--- config.mk ---
export PLATFORM = sky130hd
export DESIGN_NAME = fir_stream_bridge
export DESIGN_NICKNAME = d
export VERILOG_FILES = /design/src/rtl/fir_stream_bridge_pkg.sv /design/src/rtl/fir_stream_bridge_fifo.sv /design/src/rtl/fir_stream_bridge.sv
export SDC_FILE = /design/constraint.sdc
export NUM_CORES = 1
export LEC_CHECK = 0
export ABC_AREA = 0
export CAP_MARGIN = 5
export CORE_MARGIN = 8
export CORE_UTILIZATION = 51
export CTS_CLUSTER_SIZE = 10
export DETAILED_ROUTE_END_ITERATION = 12
export PLACE_DENSITY = 0.81
export SETUP_SLACK_MARGIN = 0.15
export SLEW_MARGIN = 10
export SYNTH_ARGS = -nofsm -noshare
export SYNTH_HDL_FRONTEND = slang
export SYNTH_SLANG_ARGS = --single-unit
export TNS_END_PERCENT = 100
--- constraint.sdc ---
create_clock -name clk -period 3.57 [get_ports clk]
set_clock_uncertainty 0.1 [all_clocks]
set_input_delay 0.8925 -clock clk [delete_from_list [all_inputs] [get_ports clk]]
set_output_delay 0.8925 -clock clk [all_outputs]
set_load 0.05 [all_outputs]
--- src/rtl/fir_stream_bridge_pkg.sv ---
// Shared constants and types for the FIR stream bridge.
// Holds the sample width, the counter width and the bridge state encoding.
package fir_stream_bridge_pkg;

  localparam int DATA_WIDTH = 16;
  localparam int CNT_WIDTH  = 16;

  typedef enum logic [1:0] {
    IDLE  = 2'd0,
    PRIME = 2'd1,
    ARM   = 2'd2,
    RUN   = 2'd3
  } state_t;

  // Counter increment that holds at all-ones instead of wrapping.
  function automatic logic [CNT_WIDTH-1:0] sat_inc(input logic [CNT_WIDTH-1:0] v);
    return (&v) ? v : v + 1'b1;
  endfunction

endpackage

--- src/rtl/fir_stream_bridge_fifo.sv ---
// First-word-fall-through synchronous FIFO (module sync_fifo).
// Push on full is taken only when a pop frees the slot in the same cycle; pop on empty is ignored.
module sync_fifo #(
  parameter int WIDTH = 16,
  parameter int DEPTH = 4
) (
  input  logic                     clk,
  input  logic                     rst,
  input  logic                     push,
  input  logic                     pop,
  input  logic [WIDTH-1:0]         din,
  output logic [WIDTH-1:0]         dout,
  output logic                     full,
  output logic                     empty,
  output logic [$clog2(DEPTH):0]   count
);

  localparam int AW = $clog2(DEPTH);

  logic [WIDTH-1:0] mem [DEPTH];
  logic [AW:0]      wr_ptr_reg;
  logic [AW:0]      rd_ptr_reg;
  logic             do_push;
  logic             do_pop;

  // Pointers carry one extra wrap bit so full and empty are distinguishable.
  assign empty   = (wr_ptr_reg == rd_ptr_reg);
  assign full    = (wr_ptr_reg[AW] != rd_ptr_reg[AW]) &&
                   (wr_ptr_reg[AW-1:0] == rd_ptr_reg[AW-1:0]);
  assign count   = wr_ptr_reg - rd_ptr_reg;
  assign dout    = mem[rd_ptr_reg[AW-1:0]];
  assign do_pop  = pop && !empty;
  assign do_push = push && (!full || do_pop);

  always_ff @(posedge clk) begin
    if (do_push) begin
      mem[wr_ptr_reg[AW-1:0]] <= din;
    end
  end

  always_ff @(posedge clk or posedge rst) begin
    if (rst) begin
      wr_ptr_reg <= '0;
      rd_ptr_reg <= '0;
    end else begin
      if (do_push) wr_ptr_reg <= wr_ptr_reg + 1'b1;
      if (do_pop)  rd_ptr_reg <= rd_ptr_reg + 1'b1;
    end
  end

endmodule

--- src/rtl/fir_stream_bridge.sv ---
// Valid/ready adapter around the folded 12-tap FIR: ingress FIFO feeds fir_din on
// sample_in strobes, egress FIFO captures fir_dout on sample_out strobes.
module fir_stream_bridge
  import fir_stream_bridge_pkg::*;
#(
  parameter int IN_DEPTH    = 8,
  parameter int OUT_DEPTH   = 4,
  parameter int PRIME_LEVEL = 2,
  parameter int DROP_FIRST  = 1
) (
  input  logic                  clk,
  input  logic                  rst,
  input  logic                  go,
  input  logic                  s_valid,
  output logic                  s_ready,
  input  logic [DATA_WIDTH-1:0] s_data,
  output logic                  m_valid,
  input  logic                  m_ready,
  output logic [DATA_WIDTH-1:0] m_data,
  output logic                  fir_en,
  output logic [DATA_WIDTH-1:0] fir_din,
  input  logic                  fir_sample_in,
  input  logic [DATA_WIDTH-1:0] fir_dout,
  input  logic                  fir_sample_out,
  output logic                  running,
  output logic [CNT_WIDTH-1:0]  underflow_cnt,
  output logic [CNT_WIDTH-1:0]  overflow_cnt
);

  localparam int IAW = $clog2(IN_DEPTH);
  localparam int OAW = $clog2(OUT_DEPTH);
  localparam logic [IAW:0] PRIME_CNT = PRIME_LEVEL[IAW:0];
  localparam logic [7:0]   DROP_INIT = DROP_FIRST[7:0];

  state_t                 state_reg, state_next;
  logic                   fir_en_reg;
  logic [7:0]             drop_reg;
  logic [CNT_WIDTH-1:0]   underflow_reg;
  logic [CNT_WIDTH-1:0]   overflow_reg;

  logic                   in_push, in_pop, in_full, in_empty;
  logic [DATA_WIDTH-1:0]  in_head;
  logic [IAW:0]           in_count;
  logic                   out_push, out_pop, out_full, out_empty;
  logic [DATA_WIDTH-1:0]  out_head;
  logic [OAW:0]           out_count;
  logic                   unused_out_count;

  logic                   is_run;
  logic                   capture;
  logic                   drop_active;
  logic                   underflow_hit;
  logic                   overflow_hit;

  assign is_run        = (state_reg == RUN);
  assign running       = is_run;
  assign fir_en        = fir_en_reg;
  assign underflow_cnt = underflow_reg;
  assign overflow_cnt  = overflow_reg;

  // Ingress: s_ready depends on registered fullness only, never on a same-cycle pop.
  assign s_ready       = !in_full;
  assign in_push       = s_valid && !in_full;
  assign in_pop        = fir_sample_in && is_run && !in_empty;
  assign underflow_hit = fir_sample_in && is_run && in_empty;
  assign fir_din       = in_pop ? in_head : '0;

  // Egress: a downstream pop in the same cycle frees a slot for the capture.
  assign capture       = fir_sample_out && is_run;
  assign drop_active   = (drop_reg != 8'd0);
  assign out_pop       = !out_empty && m_ready;
  assign out_push      = capture && !drop_active && (!out_full || out_pop);
  assign overflow_hit  = capture && !drop_active && out_full && !out_pop;
  assign m_valid       = !out_empty;
  assign m_data        = out_empty ? '0 : out_head;
  assign unused_out_count = ^out_count;

  sync_fifo #(.WIDTH(DATA_WIDTH), .DEPTH(IN_DEPTH)) u_in_fifo (
    .clk   (clk),
    .rst   (rst),
    .push  (in_push),
    .pop   (in_pop),
    .din   (s_data),
    .dout  (in_head),
    .full  (in_full),
    .empty (in_empty),
    .count (in_count)
  );

  sync_fifo #(.WIDTH(DATA_WIDTH), .DEPTH(OUT_DEPTH)) u_out_fifo (
    .clk   (clk),
    .rst   (rst),
    .push  (out_push),
    .pop   (out_pop),
    .din   (fir_dout),
    .dout  (out_head),
    .full  (out_full),
    .empty (out_empty),
    .count (out_count)
  );

  always_comb begin
    state_next = state_reg;
    case (state_reg)
      IDLE:    if (go) state_next = PRIME;
      PRIME: begin
        if (!go)                        state_next = IDLE;
        else if (in_count >= PRIME_CNT) state_next = ARM;
      end
      ARM:     state_next = RUN;
      RUN:     state_next = RUN;  // the FIR cannot be stopped once started
      default: state_next = IDLE;
    endcase
  end

  always_ff @(posedge clk or posedge rst) begin
    if (rst) begin
      state_reg     <= IDLE;
      fir_en_reg    <= 1'b0;
      drop_reg      <= DROP_INIT;
      underflow_reg <= '0;
      overflow_reg  <= '0;
    end else begin
      state_reg  <= state_next;
      fir_en_reg <= (state_next == ARM);
      if (capture && drop_active) drop_reg      <= drop_reg - 8'd1;
      if (underflow_hit)          underflow_reg <= sat_inc(underflow_reg);
      if (overflow_hit)           overflow_reg  <= sat_inc(overflow_reg);
    end
  end

endmodule

---- Yosys cells after proc, flatten, opt, wreduce, memory -nomap -nowiden ----
Memory sizes are Yosys's and may differ from the RTL's.
Cells that the tools add are included.
word-level totals
  register bits ........................... 57
  RAM bits ................................ 192
  input bits .............................. 39
  logic and storage cells ................. 75
  memories ................................ 2
operators by class
  $add $sub $neg .......................... 8
  magnitude comparators ................... 1
  equal/unequal tests ..................... 10
  muxes and demuxes ....................... 10
  bitwise operators ....................... 2
  reductions and logical operators ........ 33
memory list
  memory          depth  bits a word  rd ports  clocked after memory_dff  wr ports  RTL line                      text
  u_in_fifo.mem   8      16           1         0                         1         fir_stream_bridge_fifo.sv:20  logic [WIDTH-1:0] mem [DEPTH];
  u_out_fifo.mem  4      16           1         0                         1         fir_stream_bridge_fifo.sv:20
operators with widths
  operator                                                               number
  16-bit by 1-bit adder with 16-bit output, second input constant        2
  16-bit 2-to-1 mux                                                      2
  16-bit AND reduction                                                   2
  1-bit logical AND                                                      17
  4-bit by 1-bit adder with 4-bit output, second input constant          2
  8-bit nonzero test                                                     1
  8-bit by 1-bit subtractor with 8-bit output, second input constant     1
  3-bit by 1-bit adder with 3-bit output, second input constant          2
  2-bit == test, second input constant                                   3
  3-bit == test                                                          2
  1-bit zero test                                                        6
  2-bit 2-to-1 mux                                                       3
  2-bit one-hot mux with 3 select lines                                  1
  4-bit == test                                                          1
  4-bit by 2-bit >= comparator with 1-bit output, second input constant  1
  1-bit 2-to-1 mux                                                       4
  2-bit AND reduction                                                    2
  4-bit subtractor                                                       1
  1-bit logical OR                                                       3
  2-bit by 1-bit == test with 1-bit output, second input constant        1
  2-bit == test                                                          1
  2-bit zero test                                                        1
  1-bit != test                                                          2
  1-bit inverter                                                         2
  2-bit OR reduction                                                     1

---- Depth between registers and ports, before layout ----
Gate-level depths: netlist (run 1).
  depth after elaboration ................. 8
  mapped depth ............................ 10
  gate-level depth less buffers ........... 8

---- Modules after synthesis ----
From an unflattened synthesis (run 1), not the netlist that was laid out.
second synthesis, totals
  cells, all modules ...................... 622
  area total of the unflattened synthesis .. 10390.0 sq um
by module, submodules not included
  module                  times used  cells each  area each (sq um)
  sync_fifo (u_in_fifo)   1           279         5376.4
  sync_fifo (u_out_fifo)  1           130         2768.9
  fir_stream_bridge       1           213         2244.7

---- Worst setup path before layout (run 1) ----
Ideal clock, no wire load.
  kind .................................... register to register
  start ................................... reg u_in_fifo.rd_ptr_reg[2]
  end ..................................... mem u_in_fifo.mem[0][0] (enable)
  setup time .............................. 409 ps
  data arrival time ....................... 3596 ps
  data required time ...................... 3061 ps
  setup slack ............................. -535 ps
  stages on the path, launching flop included .. 11
  clock period less this slack ............ 4105 ps
  cell sequence ........................... dfrtp_1 -> clkbuf_1 -> clkinv_1 -> clkbuf_1 -> ha_1 -> and3_1 -> nand2_1 -> and2_1 -> clkbuf_1 -> nand2_1 -> nor3_1
between the ends
  elaborated cells on any way between the ends .. 12
  those cells by class .................... 2 x eq/ne; 2 x mux; 8 x reduce/logical
RTL lines
  item                                                          RTL line                                               text
  start: declaration                                            fir_stream_bridge_fifo.sv:22                           logic [AW:0] rd_ptr_reg;
  start signal: assignment                                      fir_stream_bridge_fifo.sv:47                           if (do_pop) rd_ptr_reg <= rd_ptr_reg + 1'b1;
  3-bit == test (*)                                             fir_stream_bridge_fifo.sv:29                           (wr_ptr_reg[AW-1:0] == rd_ptr_reg[AW-1:0]);
  1-bit logical AND (*)                                         fir_stream_bridge_fifo.sv:28                           assign full = (wr_ptr_reg[AW] != rd_ptr_reg[AW]) &&
  1-bit zero test (*)                                           --
  named net s_ready                                             fir_stream_bridge.sv:15                                output logic s_ready,
  1-bit logical AND / 1-bit logical OR (equally long branches)  fir_stream_bridge.sv:63, fir_stream_bridge_fifo.sv:33
  1-bit logical AND (*)                                         fir_stream_bridge_fifo.sv:33                           assign do_push = push && (!full || do_pop);
  1-bit 2-to-1 mux (*)                                          fir_stream_bridge_fifo.sv:36                           if (do_push) begin
  1-bit 2-to-1 mux (not written as such) (*)                    fir_stream_bridge_fifo.sv:37                           mem[wr_ptr_reg[AW-1:0]] <= din;
  end: declaration                                              fir_stream_bridge_fifo.sv:20
The timed path passes the listed nets; every way through them passes the cells marked *.

---- Worst setup path after layout (run 1) ----
  start ................................... in fir_sample_in
  end ..................................... out fir_din[7]
between the ends
  longest elaborated chain between the ends .. 3
ends and longest elaborated chain
  item                            RTL line                 text
  start: declaration              fir_stream_bridge.sv:22  input logic fir_sample_in,
  1-bit logical AND (2 in a row)  fir_stream_bridge.sv:64  assign in_pop = fir_sample_in && is_run && !in_empty;
  16-bit 2-to-1 mux               fir_stream_bridge.sv:66  assign fir_din = in_pop ? in_head : '0;
  end: declaration                fir_stream_bridge.sv:21  output logic [DATA_WIDTH-1:0] fir_din,
No other way between the ends.

==> results of run 1 <==
[per-stage QoR]
step	setup slack, ns	power, mW	instances	area (um2)	util (%)
final	0.260	10.9	1023	12900	65.8
after global routing	0.145	11.4	1023	12900	65.8
after detailed placement	0.105	8.24	967	11900	61.2
after global placement	0.167	8.13	967	11900	61.2
after CTS	0.181	11.0	1023	12800	65.8
after floorplan	0.0205	6.77	595	10300	-
[critical path, stage by stage]
cell             delay [ns]
clkdlybuf4s50_1        0.45
and3_1                 0.26
o21ai_4                0.09
buf_12                 0.16
buf_12                 0.15
a21oi_4                0.15
buf_12                 0.15
[cells by family after synthesis]
family	Yosys count	synth area share (%)
XOR/XNOR	48	4.20
AO/OA/AOI/OAI	32	1.87
flip-flops	249	70.6
AND/OR/NAND/NOR	161	8.58
adder cells (fa/ha/maj)	14	1.79
multiplexers	55	11.4
buffers and inverters	36	1.61
[worst max path at each step]
stage / startpoint / endpoint / slack [ns]
after CTS: u_in_fifo.rd_ptr_reg[0] / fir_din[1] / 0.18
after global routing: u_in_fifo.rd_ptr_reg[0] / fir_din[1] / 0.15
after detailed placement: fir_sample_in / fir_din[0] / 0.11
after global placement: fir_sample_in / fir_din[1] / 0.17
final: fir_sample_in / fir_din[7] / 0.26
after floorplan: u_in_fifo.rd_ptr_reg[2] / fir_din[0] / 0.02
[what timing repair did]
| item | CTS | global route |
|---|---|---|
| hold endpoints to repair | 0 | 0 |
| setup endpoints to repair | 16 | 19 |
| pin swaps | 1 | 0 |
| setup buffers | 3 | 0 |
| gates resized for setup | 1 | 4 |
[cell usage in the layout, fill, tap and decap left out, types with 4 or more instances in the layout]
| cell type | n |
|---|---|
| ha_1 | 13 |
| inv_1 | 12 |
| a21oi_1 | 8 |
| mux2_2 | 7 |
| and2_1 | 8 |
| nor2b_1 | 16 |
| buf_4 | 39 |
| clkdlybuf4s50_1 | 72 |
| a21oi_4 | 10 |
| and2b_1 | 4 |
| nand4_1 | 13 |
| and3_1 | 9 |
| nand2_1 | 52 |
| xor2_1 | 13 |
| buf_12 | 20 |
| dfrtp_1 | 54 |
| mux4_2 | 48 |
| clkbuf_16 | 29 |
| xnor2_1 | 34 |
| nand3_1 | 16 |
| and4_1 | 4 |
| edfxtp_1 | 192 |
| nand2b_1 | 4 |
| nor2_1 | 17 |
| clkbuf_1 | 21 |
[metal layers]
layer,track usage (%),vias to the layer above,routed length (um)
met5,0,-,0
met2,31.4,200,11400
met1,21.9,2885,8510
met3,3.84,36,1340
met4,5.76,0,403
li1,-,2549,-
[power breakdown]
| part | internal [mW] | switching [mW] |
|---|---|---|
| Clock | 1.55 | 1.09 |
| Combinational | 1.84 | 2.63 |
| Sequential | 3.53 | 0.243 |
| Total | 6.92 | 3.96 |
[cell type report]
type,instances,area (um2),share of cell area (%)
clock buffer,51,818,6.37
tap,265,332,2.58
timing repair buffer,132,1430,11.1
multi-input combinational,310,3000,23.3
clock inverter,2,28.8,0.224
inverter,14,52.6,0.409
sequential,249,7200,56.0
==> reports/qor.txt, run 1 <==
Cell with the most instances after synthesis -> edfxtp_1
Die area -> 24800 um2
Vias in the first global route -> 6072
Starting density of the core -> 52.2%
Remaining Overflow, GRT -> 0
DP HPWL -> 13.4 mm
Flop2flop setup slack -> 0.87 ns
Worst-path clk slew -> 0.05 ns
RSZ-0062 raised after global routing -> true
Tcrit/Tclk final -> 92.7%
First-pass GRT wire length -> 34.3 mm
Std-Cell Rows -> 51
Synth cell types -> 43
CORE AREA -> 19500 um2
H-tree levels -> 1
HP Class -> flop to flop
Clk buf depth -> 3
Worst r2r src -> u_in_fifo.wr_ptr_reg[2]
Die Ht -> 157 um
Clk sink count -> 249
Yosys warnings -> 0
Gr usage total -> 18.0%
Crit Reg-Reg Endpoint -> u_in_fifo.mem[0][1]
Worst slew pin tran -> 0.930 ns
Hold Fails Final Rpt -> 0
Avg Inst Size Synth -> 17.1 um2
Status -> complete, no violations
Routed WL -> 21.6 mm
Flops & latches, synth -> 249
P per Cell Area -> 846 nW/um2
Normalized max-slew margin -> 37.6%
Layout area overhead -> 26.1%
Required @ worst endpoint -> 2.58 ns
Commonest cells post-synth -> edfxtp_1 (192), dfrtp_1 (56), nand2_1 (53)
Leak -> 4.60 nW
Peak VDD IR -> 671 uV
Synth async-reset ratio -> 22.9%
Final TNS setup -> 0 ns
Worst Hold Depth -> 1
Worst Hold End -> u_out_fifo.wr_ptr_reg[2]
Synth Instances -> 595
CTS buffer count -> 29
Highest Clock Rate -> 302 MHz
Clock Latency Late Sink -> 0.54 ns
Endpoint class of the critical path -> output pin
Crit path max fanout -> 10
Post-CTS Hold Fix Bufs -> 0
Ant. Diodes -> 0
Final Setup Violations -> 0
DRT iter0 DRCs -> 351
Min-delay src -> u_out_fifo.wr_ptr_reg[2]
CP startpoint kind -> input port
Root Driver -> clkbuf_16
Crit path DAT -> 2.32 ns
# Max-Cap Violations -> 0
First-pass DRT Iterations -> 6
Initial antenna violation count -> 0
Drt drc -> 0
Primary FF master, synth -> edfxtp_1
CTS tree -> built
I/O Buffers -> 106
Depth of the most critical reg-to-reg path -> 7
Final Wtd Congestion -> 0.785
Nets -> 789
Post-synth EDFFs -> 192
Fill cells -> 1330
Hold_ws -> 0.382 ns
Critical path class -> input port to output pin
Yosys top cell by area -> edfxtp_1
Mapped Nets -> 648
Synth Cell Area -> 10200 um2
Wire per inst -> 21.2 um
Die Wd -> 157 um
Share of post-route cells with drive strength above 1 -> 23.5%
Vias -> 5670
Largest cells by area after synthesis -> edfxtp_1 (57%), dfrtp_1 (14%), mux4_2 (11%)
Yosys top cell area share -> 56.6%
Slew Viols, Final -> 0
Largest register FFs -> 128
Post-route ant nets -> 0
IO Pins -> 107
DR vias/cell -> 5.54
Post-layout min period -> 3.31 ns
Largest net degree at the start of global routing -> 43
Sequential fraction of the synthesis area -> 70.6%
Power figures use the tool's default switching activity.
==> run 2: changes to the inputs <==
--- a/config.mk
+++ b/config.mk
@@ -13,6 +13,7 @@
 export DETAILED_ROUTE_END_ITERATION = 12
 export PLACE_DENSITY = 0.81
 export SETUP_SLACK_MARGIN = 0.15
+export SKIP_LAST_GASP = 1
 export SLEW_MARGIN = 10
 export SYNTH_ARGS = -nofsm -noshare
 export SYNTH_HDL_FRONTEND = slang
==> results of run 2 <==
No change in the layout: final DEF, timing and power equal those of run 1.
==> run 3: changes to the inputs <==
--- a/config.mk
+++ b/config.mk
@@ -11,6 +11,7 @@
 export CORE_UTILIZATION = 51
 export CTS_CLUSTER_SIZE = 10
 export DETAILED_ROUTE_END_ITERATION = 12
+export GPL_TIMING_DRIVEN = 0
 export PLACE_DENSITY = 0.81
 export SETUP_SLACK_MARGIN = 0.15
 export SKIP_LAST_GASP = 1
==> reports/qor.txt, run 3 (synthesis gave the netlist of run 1 again) <==
CORE AREA -> 19500 um2
Post-Layout Inst Area -> 12900 um2
Clk buf depth -> 3
Vias in the first global route -> 6189
Min-delay src -> u_out_fifo.wr_ptr_reg[2]
DRT iter0 DRCs -> 268
Normalized max-slew margin -> 27.9%
Vias -> 5722
Hold_ws -> 0.391 ns
P per Cell Area -> 839 nW/um2
Worst path top cell family by delay -> buffers and inverters
Post-layout min period -> 3.45 ns
First-pass GRT wire length -> 34.0 mm
CP max-delay cell -> dlygate4sd2_1
Tcrit/Tclk final -> 96.8%
IO Pins -> 107
Layout area overhead -> 26.6%
Critical path class -> flop to output pin
Highest Clock Rate -> 290 MHz
Worst Hold Depth -> 1
Area after DPL -> 11800 um2
Crit Reg-Reg Endpoint -> u_in_fifo.mem[2][7]
Nets -> 800
H-tree levels -> 1
RSZ-0062 raised after global routing -> true
Worst r2r src -> u_in_fifo.rd_ptr_reg[1]
DR vias/cell -> 5.60
CP max stage delay -> 0.57 ns
Crit path DAT -> 2.46 ns
Ant. Diodes -> 0
Endpoint class of the critical path -> output pin
Final Setup Violations -> 0
Wire per inst -> 21.3 um
Fill cells -> 1335
Required @ worst endpoint -> 2.58 ns
CP Cell Sequence -> buf_6 > xor2_2 > nor3b_4 > buf_4 > buf_4 > nor2b_1 > dlygate4sd2_1
HP Class -> flop to flop
Post-place setup slack -> -1.56 ns
Post-CTS Hold Fix Bufs -> 0
I/O Buffers -> 106
Die area -> 24800 um2
Crit path max fanout -> 9
Most frequent CP cell -> buf_4
Root Driver -> clkbuf_16
Power Total -> 10.8 mW
Peak VDD IR -> 531 uV
DP HPWL -> 14.0 mm
Slack of the critical path -> 0.116 ns
Post-Route Utilization -> 66.1%
Slew Viols, Final -> 0
Depth of the most critical reg-to-reg path -> 10
Die Ht -> 157 um
Final Wtd Congestion -> 0.786
Hold Fails Final Rpt -> 0
Std-Cell Rows -> 51
Largest register FFs -> 128
CP startpoint kind -> flop
Leak -> 4.62 nW
Status -> complete, no violations
Worst path bufs/invs -> 4
Clock Latency Late Sink -> 0.54 ns
CTS tree -> built
Die Wd -> 157 um
Flop2flop setup slack -> 0.36 ns
Drt drc -> 0
Remaining Overflow, GRT -> 0
Initial antenna violation count -> 0
Worst-path clk slew -> 0.06 ns
Share of post-route cells with drive strength above 1 -> 24.7%
Gr usage total -> 17.8%
Most frequent cells in the layout -> edfxtp_1 (192), clkdlybuf4s50_1 (72), dfrtp_1 (56), nand2_1 (52), mux4_2 (48)
# Max-Cap Violations -> 0
Routed WL -> 21.8 mm
CTS buffer count -> 29
Commonest non-fill, non-tap cell in the layout -> edfxtp_1
Post-route ant nets -> 0
Worst Hold End -> u_out_fifo.wr_ptr_reg[2]
Clk sink count -> 249
Starting density of the core -> 52.2%
First-pass DRT Iterations -> 4
Worst slew pin tran -> 1.08 ns
Largest net degree at the start of global routing -> 36
-- run 3: changes by cell type in the layout (fill, tap and decap cells not counted), sizes merged --
cell           change
buf               -20
clkbuf             +5
clkdlybuf4s15      +6
dlygate4sd2        +8
-- run 3: worst max path at each step --
stage / startpoint / end / slack (ns) / cells after the start
after global placement: u_in_fifo.rd_ptr_reg[2] / fir_din[13] / -1.44 / 10
after CTS: u_out_fifo.rd_ptr_reg[0] / m_data[8] / 0.06 / 6
after global routing: u_out_fifo.rd_ptr_reg[0] / m_data[4] / 0.04 / 7
after floorplan: u_in_fifo.rd_ptr_reg[2] / fir_din[0] / 0.02 / 8
after detailed placement: u_in_fifo.rd_ptr_reg[2] / fir_din[13] / -1.56 / 10
final: u_out_fifo.rd_ptr_reg[0] / m_data[4] / 0.12 / 7
-- run 3: power by group --
group | leakage [nW] | internal [mW] | total, mW | switching (mW)
combinational | 1.75 | 1.79 | 4.46 | 2.67
clock | 0.396 | 1.51 | 2.57 | 1.06
sequential | 2.47 | 3.53 | 3.79 | 0.253
-- run 3: metrics by stage --
stage                     TNS [ns]  instances
final                            0       1022
after global routing             0       1022
after CTS                        0       1019
after detailed placement    -94.19        969
after global placement     -101.02        966
after floorplan                  0        595
-- run 3: timing repair --
item,4_1_cts,5_1_grt
gates resized for setup,177,22
pin swaps,1,3
gates cloned,1,0
endpoints found under the hold margin,0,0
setup endpoints to repair,168,42
setup buffers,8,3
-- run 3: layout make-up --
class                   count  area [um2]  area share (%)
plain buffers              22         243            1.88
flip-flops and latches    249        7190            55.8
inverters                  14        67.6           0.524
clock buffers              39         783            6.07
well taps                 265         332            2.57
repair buffers            121        1200            9.31
clock inverters             2        28.8           0.223
multi-input cells         310        3050            23.7
-- run 3: routing by layer --
metal  wire length (um)  global-route usage [%]
met5                  0                       0
met4                514                    5.58
met3               1400                    3.54
met2              11600                    32.6
met1               8240                    20.6
